### config.mk
export PLATFORM = sky130hd
export DESIGN_NAME = vend_ctrl_param
export DESIGN_NICKNAME = d
export VERILOG_FILES = /design/src/rtl/vend_pkg.sv /design/src/rtl/vend_change_unit.sv /design/src/rtl/vend_ctrl_param.sv
export SDC_FILE = /design/constraint.sdc
export NUM_CORES = 1
export LEC_CHECK = 0
export BUFFER_PORTS_ARGS = -buffer_cell sky130_fd_sc_hd__buf_4
export CAP_MARGIN = 20
export CELL_PAD_IN_SITES_DETAIL_PLACEMENT = 2
export CELL_PAD_IN_SITES_GLOBAL_PLACEMENT = 2
export CORE_ASPECT_RATIO = 1.1
export CORE_MARGIN = 2
export CORE_UTILIZATION = 31
export DETAILED_ROUTE_END_ITERATION = 10
export PLACE_DENSITY_LB_ADDON = 0.1
export SETUP_SLACK_MARGIN = 0.3
export SLEW_MARGIN = 20
export SYNTH_ARGS = -nofsm -noshare
export SYNTH_HDL_FRONTEND = slang
export SYNTH_SLANG_ARGS = --single-unit
export TNS_END_PERCENT = 1
### constraint.sdc
create_clock -name clk -period 2.8 [get_ports clk]
set_input_delay 0.56 -clock clk [delete_from_list [all_inputs] [get_ports clk]]
set_output_delay 0.56 -clock clk [all_outputs]
set_load 0.05 [all_outputs]
### src/rtl/vend_pkg.sv
// rtl/vend_pkg.sv - shared state, coin-code constants and coin valuation for the vending controller
package vend_pkg;

    typedef enum logic [1:0] {
        COLLECT = 2'd0,
        VEND    = 2'd1,
        CHANGE  = 2'd2
    } vend_state_e;

    localparam logic [1:0] COIN_NONE = 2'b00;
    localparam logic [1:0] COIN_A    = 2'b01;
    localparam logic [1:0] COIN_B    = 2'b10;
    localparam logic [1:0] COIN_C    = 2'b11;

    function automatic logic [31:0] coin_value(
        input logic [1:0]  code,
        input logic [31:0] val_a,
        input logic [31:0] val_b,
        input logic [31:0] val_c
    );
        case (code)
            COIN_A:  return val_a;
            COIN_B:  return val_b;
            COIN_C:  return val_c;
            default: return 32'd0;
        endcase
    endfunction

endpackage

### src/rtl/vend_change_unit.sv
// rtl/vend_change_unit.sv - change payout step: one pulse per cycle, credit decrement and done flag
module vend_change_unit #(
    parameter int W        = 9,
    parameter int CHG_UNIT = 5
) (
    input  logic         active,
    input  logic [W-1:0] credit,
    output logic         chg_pulse,
    output logic [W-1:0] credit_nxt,
    output logic         done
);

    localparam logic [W-1:0] CHG_W = W'(CHG_UNIT);

    assign chg_pulse  = active;
    assign credit_nxt = credit - CHG_W;
    // Leave once the remaining credit can no longer fund a whole pulse.
    assign done       = credit_nxt < CHG_W;

endmodule

### src/rtl/vend_ctrl_param.sv
// rtl/vend_ctrl_param.sv - parametrised vending controller; VEND_CHANGE_EN enables the CHANGE/refund path
module vend_ctrl_param
    import vend_pkg::*;
#(
    parameter int CREDIT_W = 8,
    parameter int PRICE    = 15,
    parameter int VAL_A    = 5,
    parameter int VAL_B    = 10,
    parameter int VAL_C    = 25,
    parameter int CHG_UNIT = 5
) (
    input  logic                clk,
    input  logic                rst,
    input  logic [1:0]          coin,
    input  logic                cancel,
    input  logic                vend_ready,
    output logic                vend_valid,
    output logic                chg_pulse,
    output logic                coin_rej,
    output logic [CREDIT_W-1:0] credit,
    output logic                busy
);

    localparam int W = CREDIT_W + 1;
    localparam logic [W-1:0] CMAX    = {1'b0, {CREDIT_W{1'b1}}};
    localparam logic [W-1:0] PRICE_W = W'(PRICE);
    localparam logic [1:0]   S_COLLECT = 2'(COLLECT);
    localparam logic [1:0]   S_VEND    = 2'(VEND);

    logic [1:0]   state, state_nxt;
    logic [W-1:0] cred_q, cred_nxt;
    logic         rej_q, rej_nxt;
    logic [W-1:0] coin_val, sum, collect_cred, rem;
    logic         coin_seen, coin_ok;

    assign coin_val     = W'(coin_value(coin, VAL_A, VAL_B, VAL_C));
    assign sum          = cred_q + coin_val;
    assign coin_seen    = coin != COIN_NONE;
    assign coin_ok      = coin_seen && (sum <= CMAX);
    assign collect_cred = coin_ok ? sum : cred_q;
    assign rem          = cred_q - PRICE_W;

`ifdef VEND_CHANGE_EN
    localparam logic [1:0]   S_CHANGE = 2'(CHANGE);
    localparam logic [W-1:0] CHG_W    = W'(CHG_UNIT);
    logic [W-1:0] chg_cred;
    logic         chg_done;

    vend_change_unit #(
        .W        (W),
        .CHG_UNIT (CHG_UNIT)
    ) u_change (
        .active     (state == S_CHANGE),
        .credit     (cred_q),
        .chg_pulse  (chg_pulse),
        .credit_nxt (chg_cred),
        .done       (chg_done)
    );
`else
    logic unused_cancel;
    assign unused_cancel = cancel;
    assign chg_pulse     = 1'b0;
`endif

    always_comb begin
        state_nxt = state;
        cred_nxt  = cred_q;
        rej_nxt   = 1'b0;
        case (state)
            S_COLLECT: begin
                rej_nxt  = coin_seen && !coin_ok;
                cred_nxt = collect_cred;
                if (collect_cred >= PRICE_W)
                    state_nxt = S_VEND;
`ifdef VEND_CHANGE_EN
                else if (cancel && collect_cred >= CHG_W)
                    state_nxt = S_CHANGE;
`endif
            end
            S_VEND: begin
                rej_nxt = coin_seen;
                // Handshake has priority over a simultaneous cancel.
                if (vend_ready) begin
                    cred_nxt  = rem;
                    state_nxt = S_COLLECT;
`ifdef VEND_CHANGE_EN
                    if (rem >= CHG_W)
                        state_nxt = S_CHANGE;
`endif
                end
`ifdef VEND_CHANGE_EN
                else if (cancel)
                    state_nxt = (cred_q >= CHG_W) ? S_CHANGE : S_COLLECT;
`endif
            end
`ifdef VEND_CHANGE_EN
            S_CHANGE: begin
                rej_nxt  = coin_seen;
                cred_nxt = chg_cred;
                if (chg_done)
                    state_nxt = S_COLLECT;
            end
`endif
            default: state_nxt = S_COLLECT;
        endcase
    end

    always_ff @(posedge clk) begin
        if (rst) begin
            state  <= S_COLLECT;
            cred_q <= '0;
            rej_q  <= 1'b0;
        end else begin
            state  <= state_nxt;
            cred_q <= cred_nxt;
            rej_q  <= rej_nxt;
        end
    end

    assign vend_valid = state == S_VEND;
    assign busy       = state != S_COLLECT;
    assign coin_rej   = rej_q;
    assign credit     = cred_q[CREDIT_W-1:0];

endmodule
# Word-level counts from Yosys, hierarchy flattened
# Cells that the tools add are included.
# word_totals
in_bits	6
reg_bits	12
output_inout_bits	12
wordCells	30
# classes
n_mux	8
n_eq_ne	6
reduce_logical	9
n_lt_le_gt_ge	2
addsub	2
# ops
cell	count
$mux W9	2
$pmux W9 S2	1
$pmux W5 S3	1
$add A9 B9 Y9	1
$ge A9 B4 Y1 const B	1
$le A9 B8 Y1 const B	1
$sub A9 B4 Y9 const B	1
$reduce_bool A2 Y1	3
$eq A2 B1 Y1 const B	2
$eq A2 B2 Y1 const B	2
$mux W2	2
$ne A2 B2 Y1 const B	2
$pmux W2 S2	1
$reduce_and A2 Y1	2
$logic_and A1 B1 Y1	2
$logic_not A2 Y1	1
$pmux W1 S2	1
$logic_not A1 Y1	1

# Longest topological paths before layout
# logic_depth
word_depth	9
ltp_mapped	10
mapped_depth_nobuf	8

# Least setup slack after synthesis
# Ideal clock, no wire load.
# synth_timing
kind	input to register
start	input port coin[0]
end	register state[0]
setup_slack_ps	204
setup_time_ps	116
stages	10
path_buffers	2
arrival_time_ps	2481
path_cell_list	clkbuf_1 > ha_1 > fa_1 > a211oi_1 > or4_1 > o2111ai_2 > buf_6 > nor4bb_1 > o221ai_1 > a31o_1
# synth_between
elab_chain_cells	9
elab_cells_between_ends	12
# synth_lines
item	line_no	text
start: declaration	vend_ctrl_param.sv:14	input logic [1:0] coin,
$eq A2 B2 Y1 or $eq A2 B1 Y1 (tied branches)	vend_pkg.sv:21	case (code)
$pmux W5 S3	vend_pkg.sv:21	
$add A9 B9 Y9	vend_ctrl_param.sv:37	assign sum = cred_q + coin_val;
$le A9 B8 Y1	vend_ctrl_param.sv:39	assign coin_ok = coin_seen && (sum <= CMAX);
$logic_and A1 B1 Y1	vend_ctrl_param.sv:39	
$mux W9 (*)	vend_ctrl_param.sv:40	assign collect_cred = coin_ok ? sum : cred_q;
$ge A9 B4 Y1 (*)	vend_ctrl_param.sv:73	if (collect_cred >= PRICE_W)
$ne A2 B2 Y1 (no line) (*)	--	
$reduce_and A2 Y1 (no line) (*)	--	
end signal: assignment	vend_ctrl_param.sv:114	state <= state_nxt;
end: declaration	vend_ctrl_param.sv:30	logic [1:0] state, state_nxt;
# Mark *: on every way between the ends. The rest lies on a longest branch, timed or not.
# A chain may end at the register's enable or synchronous reset.

# Final worst setup path
# layout_timing
start	input port coin[0]
end	register cred_q[7]
# layout_between
elab_chain_cells	7
elab_cells_between_ends	10
# layout_lines
item	line_no	text
$eq A2 B2 Y1 or $eq A2 B1 Y1 (tied branches)	vend_pkg.sv:21	
$pmux W5 S3	vend_pkg.sv:21	
$add A9 B9 Y9	vend_ctrl_param.sv:37	
$le A9 B8 Y1	vend_ctrl_param.sv:39	
$logic_and A1 B1 Y1	vend_ctrl_param.sv:39	
$mux W9 (*)	vend_ctrl_param.sv:40	
$pmux W9 S2 (*)	vend_ctrl_param.sv:69	case (state)
end signal: assignment	vend_ctrl_param.sv:115	cred_q <= cred_nxt;
end: declaration	vend_ctrl_param.sv:31	logic [W-1:0] cred_q, cred_nxt;
# Marks and branches as above.

==> qor.yml <==
critical_path:
  worstSetupPathType: "input pin to register"
  required_ns: 2.98
  crit_path_max_fanout: 5
  worstSetupStartpointType: "input pin"
  cp_data_arrival_time_ns: 2.62
  r2r_slack_ns: 0.41
  endpoint_kind: "register"
power_and_ir_drop:
  switching_share_pct: 53.65
  p_per_area_nw_per_um2: 1262
  power_switching_mw: 0.8767
  vdd_drop_max_mv: 0.5353
  power_leakage_nw: 0.5622
  pwr-share-comb_pct: 70.7
  seqPwrFrac_pct: 22.2
  internal_power_mw: 0.7574
  p_clk_share_pct: 7.1
timing:
  hold_viol_final: 0
  rsz0062_at_grt: "true"
  finClkSkew_ns: 0.002187
  tns_ns: 0
  setup_viol: 0
  slew_viol_final: 0
  fmax_ghz: 0.4083
  min_period_ns: 2.449
  min_period_over_period_pct: 87.46
  timing.hold.ws_ns: 0.5493
clock_tree:
  cts.sinks: 11
  htreeDepth: 1
  hold_buffers: 0
  clk_pin_slew_worst_paths_ns: 0.07
  max-clock-path-buffers: 2
  numCtsBuffers: 3
  cts_tree: "done"
  root_buffer: "clkbuf_4"
  worstSkewPairLatency_ns: 0.28
layout:
  post-route-util_pct: 42.12
  drive_gt1_share_pct: 32.03
  areaGrowthSynthToFinish_pct: 28.57
  nets: 167
  diodes: 0
logic_synthesis:
  synth_edf_count: 0
  synth_cell_types: 43
  ys_seq_area_share_pct: 21.86
  syn_area_per_cell_um2: 7.573
  synth_top_area_cell: "dfxtp_1"
  synthArstFlopShare_pct: 0
  yosysTopAreaCellShare_pct: 21.86
  ys.flop_type: "dfxtp_1"
  syn-num-nets: 146
  syn_inst: 133
  synth_commonest_cells: "nor2_1, dfxtp_1, buf_4"
  yosys_warnings: 0
  synth_area_leaders: "dfxtp_1, buf_4, ha_1, nor2_1, a21oi_1"
  syn_area_um2: 1007
  synth-seq-cells: 11
  synth.most_common_cell: "nor2_1"
status:
  status: "finished clean"
floorplan:
  start_util_pct: 32.76
  io-pin-count: 18
  num_rows: 21
  design.die.area_um2: 3722
  dieWidth_um: 58.35
  die_y_um: 63.79
  coreArea_um2: 3074
global_route:
  grt_pass1_wl_um: 5299
  antenna_found_initial: 0
  grt_pass1_vias: 1117
  grt_max_degree: 15
  gr-total-overflow: 0
  grt_use_total_pct: 18.54
route:
  drc: 0
  viasPerCell: 5.599
  ant_nets: 0
  wl_um: 3305
  wl_per_cell_um: 17.67
  drtIter0Drc: 23
  vias: 1047
  firstDrtPassIters: 4
worst_hold_path:
  worstHoldPathType: "input pin to register"
placed_design:
  gp_congestion: 0.7418
  port_buffers: 15
  dp_hpwl_um: 2489
run:
  max_cap_viol_count: 0
-- power by group through the flow --
| stage | logic, mW | registers, mW | clock network (mW) |
|---|---|---|---|
| 6_report | 1.16 | 0.363 | 0.116 |
| 5_1_grt | 1.25 | 0.383 | 0.127 |
| 4_1_cts | 1.07 | 0.360 | 0.116 |
| 3_5_place_dp | 1.04 | 0.364 | 0 |
| 3_3_place_gp | 1.01 | 0.358 | 0 |
| 2_1_floorplan | 0.797 | 0.341 | 0 |
-- state kept, by name, summed over array words and instances, names as in the netlist --
| signal | cells |
|---|---|
| cred_q | 9 |
| coin_rej | 1 |
| state | 1 |
-- final timing paths --
path,cells past startpoint,end,start
setup / recovery,9,cred_q[7]$_SDFFE_PP0P_,coin[0]
hold / removal,2,cred_q[8]$_SDFFE_PP0P_,rst
setup reg to reg,8,cred_q[7]$_SDFFE_PP0P_,cred_q[0]$_SDFFE_PP0P_
hold reg to reg,2,cred_q[4]$_SDFFE_PP0P_,cred_q[4]$_SDFFE_PP0P_
-- logic make-up after synthesis --
logic type	Yosys count	synth area share, %
adder cells (fa/ha/maj)	7	9.441
buffers and inverters	20	12.17
multiplexers	1	0.9938
other	1	0.3723
XOR/XNOR	9	7.826
flip-flops	11	21.86
AO/OA/AOI/OAI	34	22.86
AND/OR/NAND/NOR	50	24.47
-- layer usage --
layer	vias to the layer above	part of all wire [%]	global-route usage, %
li1	506	-	-
met1	516	45	23.88
met2	20	50	31.46
met3	5	3.1	1.012
met4	0	1.7	7.849
met5	-	0	0
-- worst max-delay path: stages --
cell	delay, ns
buf_4	0.14
ha_4	0.16
fa_2	0.42
a211oi_4	0.29
or4_4	0.20
o2111ai_4	0.19
o32ai_1	0.43
xnor2_1	0.17
nor2_1	0.05
-- what timing repair did --
action,in CTS,in global routing
gates cloned,0,1
setup endpoints to repair,7,6
resized for setup,2,14
pin swaps,1,8
setup buffers,0,3
-- cell usage in the layout (no fill, tap or decap), drive strengths merged, types with 2 or more instances in the layout --
| cell | instances |
|---|---|
| nand2 | 6 |
| o21bai | 2 |
| nor2 | 18 |
| a31oi | 3 |
| xor2 | 4 |
| dfxtp | 11 |
| nor2b | 3 |
| inv | 3 |
| xnor2 | 5 |
| o21ai | 7 |
| clkbuf | 4 |
| nor3 | 2 |
| a21oi | 9 |
| nand3 | 8 |
| or3 | 2 |
| nand4 | 2 |
| buf | 32 |
| o2111ai | 2 |
| o32ai | 2 |
| or2 | 3 |
| and2 | 2 |
| ha | 6 |
| a211oi | 2 |
-- final cells by class --
cell class                      count  area, um2
Inverter                            3      11.26
Sequential cell                    11      220.2
Fill cell                         350       1779
Clock buffer                        4      26.28
Timing Repair Buffer               32      247.7
Tap cell                           34      42.54
Multi-Input combinational cell    103      747.0
-- through the flow --
| step | instances | total power [mW] | instance area, um2 | worst slack, ns |
|---|---|---|---|---|
| detailed placement | 179 | 1.404 | 1164 | -0.06564 |
| CTS | 183 | 1.541 | 1204 | 0.2891 |
| floorplan | 133 | 1.138 | 1015 | 0.3091 |
| global placement | 179 | 1.368 | 1164 | 0.007168 |
| finish | 187 | 1.634 | 1295 | 0.3511 |
| global route | 187 | 1.758 | 1295 | 0.2657 |
(Power assumes the default switching activity.)
